--- config.mk ---
export PLATFORM = sky130hd
export DESIGN_NAME = aes_dec_round_ctrl
export DESIGN_NICKNAME = d
export VERILOG_FILES = /design/src/rtl/aes_pkg.sv /design/src/rtl/aes_dec_pass_sched.sv /design/src/rtl/aes_dec_round_ctrl.sv
export SDC_FILE = /design/constraint.sdc
export NUM_CORES = 1
export LEC_CHECK = 0
export ABC_AREA = 1
export BUFFER_PORTS_ARGS = -buffer_cell sky130_fd_sc_hd__buf_2
export CAP_MARGIN = 25
export CORE_AREA = 2 2 203 205
export DETAILED_ROUTE_END_ITERATION = 10
export DIE_AREA = 0 0 205 207
export PLACE_DENSITY_LB_ADDON = 0.25
export SYNTH_ARGS = -nofsm -noshare
export SYNTH_HDL_FRONTEND = slang
export SYNTH_SLANG_ARGS = --single-unit
--- constraint.sdc ---
create_clock -name clock -period 2 [get_ports clock]
set_clock_uncertainty 0.2 [all_clocks]
set_input_delay 0 -clock clock [delete_from_list [all_inputs] [get_ports clock]]
set_output_delay 0 -clock clock [all_outputs]
set_load 0.02 [all_outputs]
--- src/rtl/aes_pkg.sv ---
// aes_pkg: shared types and constants for the AES decrypt round controller
package aes_pkg;
  localparam int AES_BLK = 128;
  localparam int NR_DEF = 10;
  typedef enum logic [1:0] {IDLE, ISSUE, WAIT, DONE} state_t;
  typedef enum logic [1:0] {WHITEN = 2'd0, FULL = 2'd1, FINAL = 2'd2} rd_mode_t;
endpackage

--- src/rtl/aes_dec_pass_sched.sv ---
// aes_dec_pass_sched: maps a pass number to its datapath mode and round-key index
module aes_dec_pass_sched
  import aes_pkg::*;
#(
  parameter int NR = NR_DEF
) (
  input  logic [3:0] pass,
  output rd_mode_t   mode,
  output logic [3:0] key_idx
);
  localparam logic [3:0] NRB = 4'(NR);
  // pass 0 only whitens, pass NR skips InvMixColumns; keys run NR down to 0
  always_comb begin
    mode = pass == 4'd0 ? WHITEN : pass == NRB ? FINAL : FULL;
    key_idx = NRB - pass;
  end
endmodule

--- src/rtl/aes_dec_round_ctrl.sv ---
// aes_dec_round_ctrl: sequences NR+1 datapath passes to decrypt one AES block
module aes_dec_round_ctrl
  import aes_pkg::*;
#(
  parameter int ROUND_LAT = 4,
  parameter int NR = NR_DEF
) (
  input  logic               clock,
  input  logic               reset,
  input  logic               in_valid,
  output logic               in_ready,
  input  logic [0:AES_BLK-1] in_data,
  output logic               out_valid,
  input  logic               out_ready,
  output logic [0:AES_BLK-1] out_data,
  output logic               rd_start,
  output logic [1:0]         rd_mode,
  output logic [3:0]         rd_key_idx,
  output logic [0:AES_BLK-1] rd_state,
  input  logic [0:AES_BLK-1] rd_result,
  output logic               busy
);
  localparam logic [3:0] NRB = 4'(NR);
  localparam logic [3:0] LAST = 4'(ROUND_LAT - 1);
  state_t st;
  logic [3:0] pass, wcnt, nxt_pass, s_key;
  rd_mode_t s_mode;
  logic [0:AES_BLK-1] sreg;
  assign nxt_pass = st == IDLE ? 4'd0 : pass + 4'd1;
  assign out_data = sreg;
  assign rd_state = sreg;
  aes_dec_pass_sched #(.NR(NR)) u_sched (
    .pass(nxt_pass),
    .mode(s_mode),
    .key_idx(s_key)
  );
  // control FSM; pass fields are latched on entry to ISSUE so they hold through WAIT
  always_ff @(posedge clock or negedge reset) begin
    if (!reset) begin
      st <= IDLE;
      pass <= 4'd0;
      wcnt <= 4'd0;
      sreg <= '0;
      in_ready <= 1'b1;
      out_valid <= 1'b0;
      busy <= 1'b0;
      rd_start <= 1'b0;
      rd_mode <= WHITEN;
      rd_key_idx <= 4'd0;
    end else begin
      rd_start <= 1'b0;
      unique case (st)
        IDLE: if (in_valid) begin
          sreg <= in_data;
          pass <= 4'd0;
          st <= ISSUE;
          in_ready <= 1'b0;
          busy <= 1'b1;
          rd_start <= 1'b1;
          rd_mode <= s_mode;
          rd_key_idx <= s_key;
        end
        ISSUE: begin
          st <= WAIT;
          wcnt <= 4'd0;
        end
        WAIT: if (wcnt == LAST) begin
          sreg <= rd_result;
          pass <= pass + 4'd1;
          if (pass == NRB) begin
            st <= DONE;
            out_valid <= 1'b1;
          end else begin
            st <= ISSUE;
            rd_start <= 1'b1;
            rd_mode <= s_mode;
            rd_key_idx <= s_key;
          end
        end else wcnt <= wcnt + 4'd1;
        DONE: if (out_ready) begin
          st <= IDLE;
          out_valid <= 1'b0;
          busy <= 1'b0;
          in_ready <= 1'b1;
        end
        default: st <= IDLE;
      endcase
    end
  end
endmodule

==> results.md <==
- Starting Density: a little under a fifth
- CORE AREA: 40,370 µm²
- Initial DRC count: between 400 and 500
- Synth cell types: 26
- Clock Pin Slew Worst Setup and Hold Paths: around 70 ps
- Die W: a little over 200 µm
- Post-DP Area: 10,340 µm²
- Yosys warning count: 0
- Worst slew pin tran: 607.0 ps
- Avg Cell Area, Syn: ~8 µm²
- Largest stage delay on the critical path: roughly 420 ps
- Final Max Tran Viols: 0
- Final setup vio count: 0
- Syn Nets: ~1,200
- Synth top cells by count: nand2_1 (295), dfrtp_1 (147), nor2_1 (135)
- Most frequent cell after synthesis: nand2_1
- Slew headroom: 59.53%
- CTS Root Cell: clkbuf_16
- CTS buffer count: 17
- Delay-heaviest family, CP: simple AND/OR/NAND/NOR gates
- CTS tree: built
- Row count: 74
- Tcrit/Tclk final: between 90% and 100%
- Hold Crit Class: input pin to register
- Status: completed
- Worst vdd ir: about 690 µV
- Top-level I/O count: between 500 and 600
- DRT Wirelength: a little over 30 mm
- Non-Filler Instances: around 2,200
- Critical-path cell list: inv_2 > nor2_4 > nand3_4 > nand2_8 > buf_16 > buf_12 > nor2_1 > a31oi_1
- CP Max Fanout: 36
- Die Span Y: about 210 µm
- LEAKAGE: 6.596 nW
- DR pass1 iterations: 6
- Remaining DRCs: 0
- Critical path type: register to register
- Routability congestion estimate: approximately 0.84
- All-Layer GR Usage: between 10% and 20%
- Vias/cell: ~4
- Via count of the first global-routing pass: 8,971
- Skew-Pair Late Insertion Delay: approximately 430 ps
- Post-DP HPWL: between 20 and 25 mm
- Nets: 1,888
- Area grow syn2layout: 76.19%
- Share of cells above drive strength 1: approximately 37%
- Slowest-stage cell, CP: dfrtp_1
- Final ANT Viol Nets: 0
- Post-Syn Area: ~7700 µm²
- Largest net degree at the start of global routing: between 60 and 70
- Placed insts: roughly 1,900
- DR vias: slightly below 9,000
- Synth top area share: between 40% and 50%
- CTS sink count: around 150
- Cells after Synth: ~960
- First-pass GRT wire length: 45.81 mm
- Post-synth EDFFs: 0
- Critical Path Start Type: register
- IO Port Bufs: approximately 530
- Fmax: approximately 0.54 GHz
- CP bufs+invs: 3
- Critical Path RT: roughly 2100 ps
- Hold_ws: approximately 170 ps
- CP Data Arrival Time: 2000 ps
- Die area: ~42,000 µm²
- Area leader, netlist: dfrtp_1
- Max Cap Viol: 0
- Initial antenna violation count: 3
- Seq/Total Area, Yosys: a little under half
- Max clock buf depth: 2
- Async set-or-reset flop fraction in the synthesized netlist: 100.0%
- Max H-tree Level: 4
- CP Capture Type: register
- Period minus WS final: between 1500 and 2000 ps
- Routed len/inst: ~14 µm
- Power Dens Cells: roughly 1600 nW/µm²
- Synth Flop Type: dfrtp_1
- Design Area, Final: approximately 14,000 µm²
- Largest cells by area after synthesis: dfrtp_1 (48%), nand2_1 (14%), buf_4 (12%)
- Final Hold Viols: 0
- GRT Residual Overflow: 0
- Flops & latches, synth: ~150
[cell type report]
type                            count  area [µm²]
Antenna cell                        2       5.005
Inverter                           19       73.82
Tap cell                          532       665.6
Sequential cell                   148        3705
Clock inverter                     10       120.1
Multi-Input combinational cell    606        2763
Fill cell                        4234       26760
Clock buffer                       22       484.2
Timing Repair Buffer              830        5794
[placed cells by master, fill, tap and decap left out, types with 3 or more instances in the layout]
master           n
nor2_1         135
buf_2          524
o21ai_0         11
buf_12          13
nand3_1         14
clkbuf_8         4
dlygate4sd3_1  260
a31oi_1        128
inv_2            3
nand2_1        295
dfrtp_1        147
ha_1             6
inv_1           15
clkbuf_16       18
buf_4           29
[state kept, by name (all words and copies together) (netlist names)]
register    cells
out_data      128
pass            4
rd_key_idx      4
wcnt            4
rd_mode         2
st              2
busy            1
in_ready        1
out_valid       1
rd_start        1
[metrics by stage]
| stage | setup TNS [ps] | power (mW) | setup slack (ps) | utilization (%) |
|---|---|---|---|---|
| after floorplan | 0 | 14.78 | 232.8 | - |
| after detailed placement | 0 | 18.04 | 131.6 | 25.61 |
| after CTS | 0 | 21.85 | 100.9 | 33.55 |
| after global routing | -2.092 | 23.46 | -2.092 | 33.72 |
| final | 0 | 21.82 | 137.0 | 33.72 |
| after global placement | 0 | 18.00 | 128.2 | 25.61 |
[where the power goes]
group | switching, mW | internal [mW]
registers | 1.31 | 4.49
logic | 8.19 | 4.52
clock network | 1.33 | 1.98
[worst paths after layout]
path                            depth (start not counted)      startpoint            end  slack, ps
worst max-delay path                                    8           st[1]  out_data[100]        140
worst min-delay path                                    4  rd_result[125]  out_data[125]        170
worst max register to register                          8           st[1]  out_data[100]        140
worst min register to register                          2   rd_key_idx[1]  rd_key_idx[1]        280
max in group asynchronous                               4           reset   out_data[93]        510
min in group asynchronous                               3           reset     rd_mode[0]        500
[worst register-to-register path, stage by stage (launching register included)]
cell     delay, ps
dfrtp_1        420
inv_2           80
nor2_4         190
nand3_4        140
nand2_8        100
buf_16         200
buf_12         220
nor2_1          60
a31oi_1        150
[kinds of logic (layout without fill, tap and decap cells)]
group | Yosys count | in the layout | share of synthesized area, %
xor+xnor | 2 | 2 | 0.2268
buf+inv | 203 | 881 | 16.62
simple gates | 451 | 451 | 22.48
other cells | 0 | 2 | 0
flops | 148 | 148 | 47.96
fa+ha+maj | 6 | 6 | 0.9718
compound gates | 147 | 147 | 11.74
[timing repair]
item	in CTS	in global routing
setup buffers	0	1
endpoints found under the setup margin	0	5
hold buffers	260	0
hold endpoints to repair	286	0
gates resized for setup	0	4
[routing by layer]
layer	global-route usage, %	up-vias	wire length (µm)
met4	5.185	2	737
met2	24.64	338	15260
met5	0	-	13
met3	3.178	40	1775
met1	15.29	4087	12480
li1	-	4340	-
(Power assumes the default switching activity.)
